**src/rtl/riscv_pkg.sv**
```systemverilog
// Shared definitions for the Riscv151 memory-access stage.
//   - RV32I load/store funct3 encodings (F3_LB .. F3_LHU)
//   - byte-lane write masks for byte, halfword and word stores
//   - helpers that classify a request offset and pick its lane mask
package riscv_pkg;

  localparam int DATA_W = 32;

  localparam logic [2:0] F3_LB  = 3'b000;
  localparam logic [2:0] F3_LH  = 3'b001;
  localparam logic [2:0] F3_LW  = 3'b010;
  localparam logic [2:0] F3_LBU = 3'b100;
  localparam logic [2:0] F3_LHU = 3'b101;

  localparam logic [3:0] MASK_B = 4'b0001;
  localparam logic [3:0] MASK_H = 4'b0011;
  localparam logic [3:0] MASK_W = 4'b1111;

  // A halfword may sit at offsets 0..2 because it only has to fit inside
  // one word, not be naturally aligned. Reserved encodings are illegal.
  function automatic logic lsu_illegal(input logic [2:0] f3, input logic [1:0] off);
    logic bad;
    case (f3)
      F3_LB, F3_LBU: bad = 1'b0;
      F3_LH, F3_LHU: bad = (off == 2'd3);
      F3_LW:         bad = (off != 2'd0);
      default:       bad = 1'b1;
    endcase
    return bad;
  endfunction

  // Lane mask at offset 0; only the size bits of funct3 matter.
  function automatic logic [3:0] lsu_mask(input logic [2:0] f3);
    logic [3:0] m;
    case (f3[1:0])
      2'b00:   m = MASK_B;
      2'b01:   m = MASK_H;
      default: m = MASK_W;
    endcase
    return m;
  endfunction

endpackage

```
**src/rtl/load_store_unit_align.sv**
```systemverilog
// load_align_ext: combinational load-data alignment and extension.
// Ports:
//   word   in  32  raw dmem word (or held copy of it)
//   off    in  2   byte offset of the access within the word
//   f3     in  3   RV32I load funct3 selecting size and signedness
//   result out 32  right-justified, sign- or zero-extended load value
module load_align_ext
  import riscv_pkg::*;
(
  input  logic [DATA_W-1:0] word,
  input  logic [1:0]        off,
  input  logic [2:0]        f3,
  output logic [DATA_W-1:0] result
);

  logic [DATA_W-1:0] sh;

  // Bring the addressed byte to lane 0 so every size extracts from [7:0]/[15:0].
  assign sh = word >> {off, 3'b000};

  always_comb begin
    result = sh;
    case (f3)
      F3_LB:   result = {{24{sh[7]}}, sh[7:0]};
      F3_LBU:  result = {24'd0, sh[7:0]};
      F3_LH:   result = {{16{sh[15]}}, sh[15:0]};
      F3_LHU:  result = {16'd0, sh[15:0]};
      default: result = sh;
    endcase
  end

endmodule

```
**src/rtl/load_store_unit.sv**
```systemverilog
// load_store_unit: memory-access stage of the 3-stage Riscv151 core.
// Converts byte/half/word loads and stores from execute into word-addressed
// accesses of a synchronous-read dmem with byte write-enables, and one cycle
// later aligns/extends the returned word for writeback.
// Ports:
//   clk, rst                 clock, synchronous active-high reset
//   req_valid/req_store      memory op present / store (1) vs load (0)
//   req_funct3/req_addr      access size+sign, byte address
//   req_wdata/req_rd         store data, load destination register
//   stall                    pipeline freeze (upstream holds req_* stable)
//   dmem_en/we/addr/wdata    dmem request (we is per byte lane)
//   dmem_rdata               dmem read word, valid the cycle after dmem_en
//   wb_valid/wb_rd/wb_data   load result for the register file
//   misalign                 one-cycle pulse after an illegal request
module load_store_unit
  import riscv_pkg::*;
#(
  parameter int DMEM_AW = 14
) (
  input  logic               clk,
  input  logic               rst,
  input  logic               req_valid,
  input  logic               req_store,
  input  logic [2:0]         req_funct3,
  input  logic [31:0]        req_addr,
  input  logic [31:0]        req_wdata,
  input  logic [4:0]         req_rd,
  input  logic               stall,
  output logic               dmem_en,
  output logic [3:0]         dmem_we,
  output logic [DMEM_AW-1:0] dmem_addr,
  output logic [31:0]        dmem_wdata,
  input  logic [31:0]        dmem_rdata,
  output logic               wb_valid,
  output logic [4:0]         wb_rd,
  output logic [31:0]        wb_data,
  output logic               misalign
);

  logic [1:0] off_p0;
  logic       illegal_p0;
  logic       accept_p0;

  // Upper address bits lie outside dmem and are intentionally ignored.
  logic unused_addr_hi;
  assign unused_addr_hi = ^req_addr[31:DMEM_AW+2];

  // ---- stage 0: issue to dmem ----
  assign off_p0     = req_addr[1:0];
  assign illegal_p0 = lsu_illegal(req_funct3, off_p0);
  assign accept_p0  = req_valid & ~stall;

  assign dmem_en    = accept_p0 & ~illegal_p0;
  assign dmem_addr  = req_addr[DMEM_AW+1:2];
  assign dmem_we    = (dmem_en & req_store) ? (lsu_mask(req_funct3) << off_p0) : 4'b0000;
  assign dmem_wdata = req_wdata << {off_p0, 3'b000};

  // ---- stage 1: load result register and stall hold buffer ----
  logic        vld_p1_d,   vld_p1_q;
  logic        bad_p1_d,   bad_p1_q;
  logic [2:0]  f3_p1_d,    f3_p1_q;
  logic [1:0]  off_p1_d,   off_p1_q;
  logic [4:0]  rd_p1_d,    rd_p1_q;
  logic        hold_vld_d, hold_vld_q;
  logic [31:0] hold_data_d, hold_data_q;
  logic        misalign_d, misalign_q;

  always_comb begin
    vld_p1_d    = vld_p1_q;
    bad_p1_d    = bad_p1_q;
    f3_p1_d     = f3_p1_q;
    off_p1_d    = off_p1_q;
    rd_p1_d     = rd_p1_q;
    hold_vld_d  = 1'b0;
    hold_data_d = hold_data_q;
    // Only pulse when the request is actually taken, so a stalled
    // illegal request does not repeat the pulse.
    misalign_d  = accept_p0 & illegal_p0;

    if (!stall) begin
      vld_p1_d = req_valid & ~req_store;
      bad_p1_d = req_valid & illegal_p0;
      f3_p1_d  = req_funct3;
      off_p1_d = off_p0;
      rd_p1_d  = req_rd;
    end else begin
      // dmem_rdata is only guaranteed in the cycle after the read, so grab
      // it in the first stalled cycle and serve from the copy afterwards.
      hold_vld_d = hold_vld_q | vld_p1_q;
      if (vld_p1_q && !hold_vld_q) begin
        hold_data_d = dmem_rdata;
      end
    end
  end

  always_ff @(posedge clk) begin
    if (rst) begin
      vld_p1_q   <= 1'b0;
      bad_p1_q   <= 1'b0;
      hold_vld_q <= 1'b0;
      misalign_q <= 1'b0;
    end else begin
      vld_p1_q   <= vld_p1_d;
      bad_p1_q   <= bad_p1_d;
      hold_vld_q <= hold_vld_d;
      misalign_q <= misalign_d;
    end
  end

  always_ff @(posedge clk) begin
    f3_p1_q     <= f3_p1_d;
    off_p1_q    <= off_p1_d;
    rd_p1_q     <= rd_p1_d;
    hold_data_q <= hold_data_d;
  end

  // ---- stage 2: align, extend and present to writeback ----
  logic [31:0] src_p1;
  logic [31:0] result_p1;

  assign src_p1 = hold_vld_q ? hold_data_q : dmem_rdata;

  load_align_ext u_align (
    .word   (src_p1),
    .off    (off_p1_q),
    .f3     (f3_p1_q),
    .result (result_p1)
  );

  // Data registers carry no reset, so outputs are gated by the valid bit.
  assign wb_valid = vld_p1_q;
  assign wb_rd    = vld_p1_q ? rd_p1_q : 5'd0;
  assign wb_data  = (vld_p1_q && !bad_p1_q) ? result_p1 : 32'd0;
  assign misalign = misalign_q;

endmodule

```
**config.mk**
```make
export PLATFORM = sky130hd
export DESIGN_NAME = load_store_unit
export DESIGN_NICKNAME = d
export VERILOG_FILES = /design/src/rtl/riscv_pkg.sv /design/src/rtl/load_store_unit_align.sv /design/src/rtl/load_store_unit.sv
export SDC_FILE = /design/constraint.sdc
export NUM_CORES = 1
export LEC_CHECK = 0
export CORE_MARGIN = 4
export CORE_UTILIZATION = 39
export DETAILED_ROUTE_END_ITERATION = 8
export PLACE_DENSITY = 0.82
export SYNTH_ARGS = -nofsm -noshare
export SYNTH_HDL_FRONTEND = slang
export SYNTH_SLANG_ARGS = --single-unit
```
**constraint.sdc**
```tcl
create_clock -name clk -period 3.6 [get_ports clk]
set_input_delay 0.9 -clock clk [delete_from_list [all_inputs] [get_ports clk]]
set_output_delay 0.9 -clock clk [all_outputs]
set_load 0.005 [all_outputs]
```
==> impl_metrics.env <==
export IMPL_dp_slack_ns=-0.307
export IMPL_rsz0062_at_grt="yes"
export IMPL_fin_setup_tns_ns=-0.00375
export IMPL_ctsHoldBuffers=0
export IMPL_grt_pass1_vias=3699
export IMPL_htree_levels=2
export IMPL_ys_async_sr_fraction=0
export IMPL_cts_buffer_depth=2
export IMPL_dr_pass1_iters=4
export IMPL_r2r_end="hold_data_q[25]$_DFFE_PP_"
export IMPL_clkTransAtPathRegs_ns=0.10
export IMPL_slew_headroom=0.517
export IMPL_fp_dieH_um=104
export IMPL_maxCapViolCount=0
export IMPL_die_area_um2=10700
export IMPL_clock_latency_ns=0.31
export IMPL_cts_root_buffer="clkbuf_8"
export IMPL_row_count=34
export IMPL_syn2layout_area_growth_pct=56.4
export IMPL_place_congestion=0.921
export IMPL_portBuffers=154
export IMPL_crit_start="req_addr[1]"
export IMPL_synth_warnings=0
export IMPL_fin_skew_ns=0.0138
export IMPL_yosys_area_top_type_share=0.353
export IMPL_antenna_found_initial=1
export IMPL_vdd_drop_max_uv=186
export IMPL_drive_above_1_share=0.200
export IMPL_hold_viol_final=0
export IMPL_numCtsBuffers=5
export IMPL_gr_total_overflow=0
export IMPL_syn_area_um2=3570
export IMPL_yosysSeqAreaShare=0.376
export IMPL_tritoncts="done"
export IMPL_synth_top_flop_cell="edfxtp_1"
export IMPL_post_synth_top_count_cell="edfxtp_1"
export IMPL_stdcell_count=608
export IMPL_design_area_um2=5580
export IMPL_fin_util=0.634
export IMPL_grt_usage=0.220
export IMPL_setup_slack_ns=-0.00375
export IMPL_status="complete, but fails checks"
export IMPL_synth_seq_cells=46
export IMPL_synth_edf_count=42
export IMPL_vias_per_cell=5.67
export IMPL_hp_class="reg2reg"
export IMPL_final_max_slew_viol_count=0
export IMPL_wl_per_cell_um=20.3
export IMPL_finalWirelength_mm=12.3
export IMPL_p_leak_nw=2.08
export IMPL_timing_critical_path_required_ns=2.70
export IMPL_clkSinkCount=46
export IMPL_power_density_nw_per_um2=276
export IMPL_syn_area_per_cell_um2=10.5
export IMPL_grt_pass1_wl_mm=19.2
export IMPL_critPathKind="in2out"
export IMPL_hpwlAfterDp_mm=9.39
export IMPL_cp_max_fo=4
export IMPL_end_kind="primary output"
export IMPL_final_period_utilization=1.00
export IMPL_syn_inst=339
export IMPL_reg2reg_from="hold_vld_q$_SDFF_PP0_"
export IMPL_critical_path_arrival_ns=2.70
export IMPL_start_kind="input port"
export IMPL_initial_utilization=0.405
export IMPL_crit_path_end="dmem_we[1]"
export IMPL_die_x_um=104
export IMPL_worstMarginPinSlew_ns=0.719
export IMPL_fmax_mhz=277
export IMPL_ys_top_cells_by_area="edfxtp_1 (35%), mux4_2 (14%), mux2i_1 (9.8%), a211oi_1 (5.3%), a21oi_1 (5.2%)"
export IMPL_syn_nets=448
export IMPL_finalSetupViolations=1
export IMPL_yosysTopAreaCell="edfxtp_1"
export IMPL_boundaryPins=199
export IMPL_drtAntennaViolNets=0
export IMPL_drt_iter0_drc=167
export IMPL_netlist_cell_type_count=37
export IMPL_vias=3450
export IMPL_drc=0
export IMPL_placed_area_um2=5300
export IMPL_grt_max_degree=33
export IMPL_failed_checks="negative setup slack"
export IMPL_r2r_slack_ns=2.07
export IMPL_fin_nets=607
export IMPL_coreArea_um2=8810
export IMPL_fin_crit_ns=3.60
export IMPL_synthTopCellsByCount="edfxtp_1 (42), a21oi_1 (37), mux2i_1 (35), nor2_1 (30), a211oi_1 (25)"
export IMPL_ff2ff_path_depth=3
export IMPL_dp_cells=595
## state kept, by name (all words and copies together), names as in the netlist
name and flops:
f3_p1_q 3, misalign 1, off_p1_q 2, bad_p1_q 1, hold_data_q 32, wb_valid 1, rd_p1_q 5, hold_vld_q 1
## worst min-delay path by stage
stage	from	slack (ns)	to	cells past startpoint
floorplan	bad_p1_q$_SDFFE_PP0N_	0.48	bad_p1_q$_SDFFE_PP0N_	1
global route	bad_p1_q$_SDFFE_PP0N_	0.56	bad_p1_q$_SDFFE_PP0N_	1
detailed placement	bad_p1_q$_SDFFE_PP0N_	0.51	bad_p1_q$_SDFFE_PP0N_	1
finish	bad_p1_q$_SDFFE_PP0N_	0.53	bad_p1_q$_SDFFE_PP0N_	1
CTS	bad_p1_q$_SDFFE_PP0N_	0.53	bad_p1_q$_SDFFE_PP0N_	1
global placement	bad_p1_q$_SDFFE_PP0N_	0.50	bad_p1_q$_SDFFE_PP0N_	1
## cells in the final DEF, fill, tap and decap left out, drive strengths merged, types with 7 or more instances in the layout
master	instances
buf	38
o22ai	10
nand2	11
o21ai	12
nor2b	13
and2	14
mux2	7
mux4	22
clkdlybuf4s50	132
a21oi	37
nor2	30
nor3	10
a211oi	25
edfxtp	42
dlygate4sd2	16
mux2i	35
## power breakdown
part,total [mW],internal (mW),switching (mW),leakage (nW)
Clock,0.459,0.278,0.180,0.0683
Combinational,0.469,0.264,0.205,1.60
Sequential,0.611,0.600,0.0114,0.421
Total,1.54,1.14,0.397,2.08
## metal layers
metal,up-vias,wire [um],track usage
met4,0,261,0.0788
met3,32,1140,0.0697
met2,159,6520,0.402
met1,1646,4430,0.240
met5,-,0,0
li1,1613,-,-
## kinds of logic after synthesis
logic type             count (synthesis)  share of synthesized area
AOI/OAI and AO/OA                     92                      0.163
buffers and inverters                 46                     0.0712
DFF                                   46                      0.376
muxes                                 64                      0.259
and+or+nand+nor                       91                      0.130
## through the flow
step	total power, mW	hold WS, ns
floorplan	0.835	0.475
finish	1.54	0.532
CTS	1.55	0.532
detailed placement	1.07	0.508
global placement	1.06	0.496
global route	1.61	0.562
## worst max-delay path, cell delays in order
cell	delay, ns
clkdlybuf4s50_1	0.43
o31a_1	0.32
o21ai_2	0.15
nand4_1	0.22
nor3_2	0.16
clkdlybuf4s50_1	0.52
## what timing repair did
| item | CTS | global route |
|---|---|---|
| endpoints found under the hold margin | 0 | 0 |
| setup buffers | 1 | 3 |
| setup endpoints to repair | 40 | 26 |
| resized for setup | 37 | 13 |
| pin swaps | 7 | 2 |
## layout make-up
type / instances / area [um^2]
tap: 108 / 135
fill: 726 / 3220
clock buffer: 5 / 68.8
timing repair buffer: 192 / 1870
multi-input combinational: 247 / 2070
antenna: 1 / 2.50
clock inverter: 3 / 68.8
inverter: 6 / 22.5
sequential: 46 / 1350
No activity file was read; power rests on OpenSTA's default activity.
